## config.mk

```make
export PLATFORM = sky130hd
export DESIGN_NAME = instr_fetch_queue
export DESIGN_NICKNAME = d
export VERILOG_FILES = /design/src/rtl/instr_fetch_queue.sv
export SDC_FILE = /design/constraint.sdc
export NUM_CORES = 1
export LEC_CHECK = 0
export BUFFER_PORTS_ARGS = -buffer_cell sky130_fd_sc_hd__buf_4
export CORE_MARGIN = 2
export CORE_UTILIZATION = 59
export DETAILED_ROUTE_END_ITERATION = 10
export PLACE_DENSITY = 0.89
export SETUP_SLACK_MARGIN = 0.2
export SLEW_MARGIN = 20
export SYNTH_ARGS = -nofsm -noshare
export SYNTH_HDL_FRONTEND = slang
export SYNTH_SLANG_ARGS = --single-unit
```

## constraint.sdc

```tcl
create_clock -name clk -period 3.2 [get_ports clk]
set_input_delay 0.16 -clock clk [delete_from_list [all_inputs] [get_ports clk]]
set_output_delay 0.16 -clock clk [all_outputs]
set_load 0.01 [all_outputs]
```

## src/rtl/instr_fetch_queue.sv

```systemverilog
// instr_fetch_queue: fetch stage between the PC and decode.
// Issues word reads to instruction memory and tags each read with its aligned PC.
// Returned instructions are kept in a small in-order queue that feeds decode.
// A redirect (flush) empties the queue and marks every in-flight read for discard.
//
// Handshakes:
//   PC side:     a request transfers in any cycle where pc_valid && pc_ready.
//                That same cycle, the read strobe (imem_req) is raised.
//   Decode side: the head entry transfers in any cycle where instr_valid && instr_ready.
//                instr and instr_pc stay stable while instr_valid is high and instr_ready is low.
//   Memory side: every strobe is accepted; each imem_rvalid answers the oldest open read.
module instr_fetch_queue #(
  parameter int DEPTH   = 4,
  parameter int MAX_OUT = 2,
  parameter int ADDR_W  = 32,
  parameter int DATA_W  = 32
) (
  input  logic              clk,
  input  logic              rst_n,
  input  logic [ADDR_W-1:0] pc_in,
  input  logic              pc_valid,
  output logic              pc_ready,
  input  logic              flush,
  output logic              imem_req,
  output logic [ADDR_W-1:0] imem_addr,
  input  logic              imem_rvalid,
  input  logic [DATA_W-1:0] imem_rdata,
  output logic              instr_valid,
  output logic [DATA_W-1:0] instr,
  output logic [ADDR_W-1:0] instr_pc,
  input  logic              instr_ready
);

  localparam int QW = $clog2(DEPTH);
  localparam int TW = (MAX_OUT > 1) ? $clog2(MAX_OUT) : 1;
  localparam int CW = QW + 1;

  // Instruction queue storage and pointers
  logic [DATA_W-1:0] q_data [DEPTH];
  logic [ADDR_W-1:0] q_pc   [DEPTH];
  logic [QW-1:0]     q_wr;
  logic [QW-1:0]     q_rd;

  // Occupancy, outstanding reads, reads still owed a discard
  logic [CW-1:0]     count;
  logic [CW-1:0]     out_cnt;
  logic [CW-1:0]     disc;

  // Tag FIFO: one aligned PC per outstanding read
  logic [ADDR_W-1:0] tag_mem [MAX_OUT];
  logic [TW-1:0]     tag_wr;
  logic [TW-1:0]     tag_rd;

  logic              issue;
  logic              resp;
  logic              push;
  logic              pop;
  logic [CW:0]       credit_sum;
  logic [ADDR_W-1:0] aligned_pc;

  // Credits, issue, response and pop decisions
  always_comb begin
    credit_sum = {1'b0, count} + {1'b0, out_cnt};
    aligned_pc = pc_in & ~(ADDR_W'(3));
    pc_ready   = rst_n && !flush
                 && (out_cnt < CW'(MAX_OUT))
                 && (credit_sum < (CW+1)'(DEPTH));
    issue      = pc_valid && pc_ready;
    // A response with no read open is a protocol error and is ignored
    resp       = imem_rvalid && (out_cnt != '0);
    push       = resp && !flush && (disc == '0);
    pop        = instr_valid && instr_ready && !flush;
  end

  assign imem_req    = issue;
  assign imem_addr   = aligned_pc;
  assign instr_valid = (count != '0);
  assign instr       = q_data[q_rd];
  assign instr_pc    = q_pc[q_rd];

  // Counters and queue pointers; flush resets the queue and converts in-flight reads to discards
  always_ff @(posedge clk or negedge rst_n) begin
    if (!rst_n) begin
      count   <= '0;
      out_cnt <= '0;
      disc    <= '0;
      q_wr    <= '0;
      q_rd    <= '0;
    end else begin
      out_cnt <= out_cnt + CW'(issue) - CW'(resp);
      if (flush) begin
        disc  <= out_cnt - CW'(resp);
        count <= '0;
        q_wr  <= '0;
        q_rd  <= '0;
      end else begin
        if (resp && (disc != '0)) disc <= disc - 1'b1;
        count <= count + CW'(push) - CW'(pop);
        if (push) q_wr <= q_wr + 1'b1;
        if (pop)  q_rd <= q_rd + 1'b1;
      end
    end
  end

  // Tag FIFO pointers: push on issue, pop on every accepted response
  always_ff @(posedge clk or negedge rst_n) begin
    if (!rst_n) begin
      tag_wr <= '0;
      tag_rd <= '0;
    end else begin
      if (issue) tag_wr <= (MAX_OUT == 1) ? '0 : tag_wr + 1'b1;
      if (resp)  tag_rd <= (MAX_OUT == 1) ? '0 : tag_rd + 1'b1;
    end
  end

  // Tag FIFO storage
  always_ff @(posedge clk or negedge rst_n) begin
    if (!rst_n) begin
      for (int i = 0; i < MAX_OUT; i++) tag_mem[i] <= '0;
    end else if (issue) begin
      tag_mem[tag_wr] <= aligned_pc;
    end
  end

  // Queue storage: the response data is written together with the tag of its read
  always_ff @(posedge clk or negedge rst_n) begin
    if (!rst_n) begin
      for (int i = 0; i < DEPTH; i++) begin
        q_data[i] <= '0;
        q_pc[i]   <= '0;
      end
    end else if (push) begin
      q_data[q_wr] <= imem_rdata;
      q_pc[q_wr]   <= tag_mem[tag_rd];
    end
  end

endmodule
```

* Word level (Yosys, flattened, before mapping)
Cells that the tools add are included.
** Operators by class
- Add/subtract/negate cells :: 11
- Multiplexer cells :: 23
- Order comparisons :: 8
- Reduce and logical (&&, ||, !) cells :: 20
- Bitwise gates (word level) :: 4
** Operators by type and width (number)
- $mux 32 :: 9
- $bwmux 128 :: 2
- $bmux 32 s2 :: 2
- $bwmux 64 :: 1
- $demux 32 s2 :: 1
- $demux 32 s1 :: 1
- $logic_and 1x1->1 :: 12
- $mux 3 :: 3
- $reduce_bool 3->1 :: 3
- $sub 3x1->3 :: 3
- $mux 2 :: 4
- $add 3x1->3 :: 2
- $ge 3x3->1 const B :: 2
- $not 2->3 :: 2
- $reduce_bool 2->1 :: 3
- $add 2x1->2 const B :: 2
- $add 3x3->4 :: 1
- $ge 2x2->1 const B :: 2
- $lt 4x3->1 const B :: 1
- $not 1->2 :: 2
- $logic_not 3->1 :: 1
- $lt 3x1->1 const B :: 1
- $lt 3x2->1 const B :: 1
- $sub 3x1->3 const B :: 1
- other kinds (3) :: 4
** Word-level totals
- Input bits :: 70
- Output and inout port bits :: 99
- Flip-flop bits (word level) :: 335
- Logic and storage cells :: 83

* Depth between registers and ports, before layout
- Depth after elaboration :: 7
- Gate-level depth with buffers :: 13
- Gate-level depth less buffers :: 12

* Worst setup path before layout
No wires, ideal clock.
- Path type :: flip-flop to flip-flop
- From :: register disc[0]
- To :: register count[2]
- Data required time :: 3.069 ns
- Cell stages (with the launch flop) :: 14
- Data arrival time :: 2.325 ns
- Setup slack :: 0.744 ns
- Setup time :: 0.131 ns
- Buffers on the path :: 1
- Cell sequence :: dfrtp_1 > inv_1 > ha_1 > nor3b_2 > and2_4 > buf_12 > inv_1 > ha_1 > inv_1 > ha_1 > inv_1 > fa_1 > xnor2_1 > nor2_1
** Between the ends
- Longest elaborated chain between the ends :: 5
** Ends and longest elaborated chain
- start: declaration :: line 47 : logic [CW-1:0] disc;
- start signal: assignment :: line 92 : disc <= out_cnt - CW'(resp);
- start signal: assignment :: line 97 : if (resp && (disc != '0)) disc <= disc - 1'b1;
- $logic_not 3->1 :: line 71 : push = resp && !flush && (disc == '0);
- $logic_and 1x1->1 :: line 71
- $add 3x1->3 :: line 98 : count <= count + CW'(push) - CW'(pop);
- $sub 3x1->3 :: line 98
- $mux 3 :: line 91 : if (flush) begin
- end signal: assignment :: line 98
- end: declaration :: line 45 : logic [CW-1:0] count;
Every way passes these cells.
A chain may end at the register's enable or synchronous reset.

* Final worst setup path
Same ends and word-level chain as after synthesis.

==> impl_metrics.toml <==
[status]
outcome = "finished, violations left"
violations = "design-rule violations"

[global_route]
overflow = 0
grt-busiest-layer = "met2"
gr-usage-met2_pct = 39.8
grt_antenna_before_repair = 0
grtUsageMet1_pct = 31.5
grt_pass1_vias = 9244
grt_usage_pct = 23.5
grt_pass1_wl_mm = 52.3
gr-usage-met3_pct = 4.02
grt_max_degree = 170

[critical_path]
crit_type = "reg -> reg"
start_kind = "register"
crit_fanout = 7
crit_required_ns = 3.60
arrival_ns = 3.08
crit_path_start = "disc[0]"
timing.rr.start = "disc[0]"
worstSetupEndpointType = "register"

[yosys]
synth_edf_count = 0
synth_seq_area_share_pct = 51.4
syn_area_um2 = 15700
synth_warnings = 0
ys_ff_latch = 323
synth_top_flop_cell = "dfrtp_1"
synth_async_sr_flop_share_pct = 100
yosysUniqueCellTypes = 36
synthCells = 886
syn_avg_cell_area_um2 = 17.7

[sta]
hold_violations = 0
finalSetupViolations = 0
period_share_pct = 83.9
fmax_ghz = 0.372
tns_ns = 0
relSlewSlack_pct = 36.2
post-route-worst-setup-slack_ns = 0.515
report.final.slew_viol_count = 0
worstMarginPinSlew_ns = 0.957
period_needed_ns = 2.68
rsz0062_at_grt = "no"
finClkSkew_ns = 0.0127
holdWs_ns = 0.0497

[final_layout]
final_nets = 1169
drive_above_1_share_pct = 58.0
fill_cells = 1628
syn_to_final_growth_pct = 17.1
n_antenna_cell = 0

[placed_design]
port_buffers = 162
gp_congestion = 0.742
place_ws_ns = 0.523
hpwl_mm = 17.7

[pwr]
finalPower_mw = 13.3
p_leak_nw = 9.55
powerDensity_nw_per_um2 = 723
max-vdd-ir-drop_v = 0.000522

[hold_path]
min_path_type = "in -> reg"
worstHoldStart = "instr_ready"

[clocking]
clk_latency_ns = 0.51
path_clk_slew_ns = 0.06
cts_root_buf = "clkbuf_16"
cts_made_buffers = 35
cts_tree = "yes"
postCtsSetupBuffers = 0
cts_sinks = 323
hold_buffers = 65
cts-root-to-sink-buffers = 3
h-tree-depth = 2
post_cts_resized = 0

[routing]
ant_nets = 0
vias = 8158
first_pass_iters = 7
wl_per_cell_um = 21.9
via_per_inst = 5.66
drt_iter0_markers = 476
routed_wl_mm = 31.6
drc = 11

[die]
die_area_um2 = 28000
ios = 169
fp.coreArea_um2 = 26100
die_y_um = 167
rows = 59
dieWidth_um = 167
floorplan.initialDensity_pct = 60.2

[run]
max_cap_viol_count = 0
-- critical path: stages (launching register included) --
cell,delay (ns)
dfrtp_1,0.40
inv_1,0.09
ha_1,0.17
nor3b_2,0.33
and2_4,0.37
inv_1,0.11
ha_1,0.30
inv_1,0.06
ha_1,0.14
inv_1,0.05
fa_1,0.37
xnor2_1,0.16
nor2_1,0.05
-- routing by layer --
layer / vias to the layer above / wire (µm)
li1: 3583 / -
met1: 4347 / 13600
met2: 181 / 16100
met3: 47 / 1220
met5: - / 0
met4: 0 / 702
-- worst paths after layout --
path / to / slack (ns) / cells after the start
max reg2reg: count[2] / 0.52 / 12
min in group asynchronous: out_cnt[2] / 0.45 / 3
max: count[2] / 0.52 / 12
min reg2reg: tag_mem[10] / 0.50 / 1
max in group asynchronous: q_data[117] / 1.26 / 4
min: q_rd[1] / 0.05 / 4
-- power by group --
group | internal, mW | switching [mW]
registers | 4.86 | 0.583
clock network | 2.35 | 1.63
logic | 2.33 | 1.56
-- kinds of logic after synthesis --
logic type               synth area share [%]
AO/OA/AOI/OAI                           0.557
buffers and inverters                    5.96
XOR/XNOR                                0.446
adder cells (fa/ha/maj)                  1.45
multiplexers                             38.8
other                                  0.0239
AND/OR/NAND/NOR                          1.32
flip-flops                               51.4
-- metrics by stage --
| step | utilization (%) | area (µm²) | cells |
|---|---|---|---|
| 6_report | 70.5 | 18400 | 1441 |
| 5_1_grt | 70.5 | 18400 | 1441 |
| 4_1_cts | 70.4 | 18400 | 1441 |
| 3_5_place_dp | 63.6 | 16600 | 1315 |
| 3_3_place_gp | 63.6 | 16600 | 1315 |
| 2_1_floorplan | - | 15700 | 889 |
-- registers in the layout (all words and copies together) (netlist names) --
name     flops
q_rd         2
tag_wr       1
tag_rd       1
q_wr         2
disc         3
count        3
q_data     128
q_pc       120
tag_mem     60
out_cnt      3
-- area by class of cell --
cell class / count / area, µm² / area share (%)
clock inverter: 14 / 140 / 0.761
inverter: 15 / 56.3 / 0.306
timing repair buffer: 239 / 2010 / 10.9
sequential: 323 / 8090 / 43.9
clock buffer: 47 / 991 / 5.38
multi-input combinational: 468 / 6710 / 36.5
tap: 335 / 419 / 2.28
-- layout by cell type, fill, tap and decap left out, drive strengths merged, types with 3 or more instances in the layout --
cell	count
clkbuf	47
xnor2	5
ha	15
dlygate4sd3	65
mux4	62
nand2	9
inv	18
clkinv	7
nor2	6
xor2	3
mux2	338
buf	174
nand3	3
dfrtp	323
conb	4
o21ai	3
-- synth_stat cells (all sizes together) (2+ instances only) --
cell type	count	area, µm²
a2bb2oi	2	17.5
nand2	9	98.9
ha	15	188
mux2	338	4710
fa	2	40.0
nor3	2	10.0
buf	75	851
a21oi	2	10.0
xor2	3	26.3
o21ai	3	15.0
nor2	6	22.5
mux4	62	1400
clkbuf	8	30.0
inv	15	56.3
o31ai	2	28.8
dfrtp	323	8080
xnor2	5	43.8
nand3	3	15.0
nor2b	2	12.5
No activity file was read; power rests on OpenSTA's default activity.
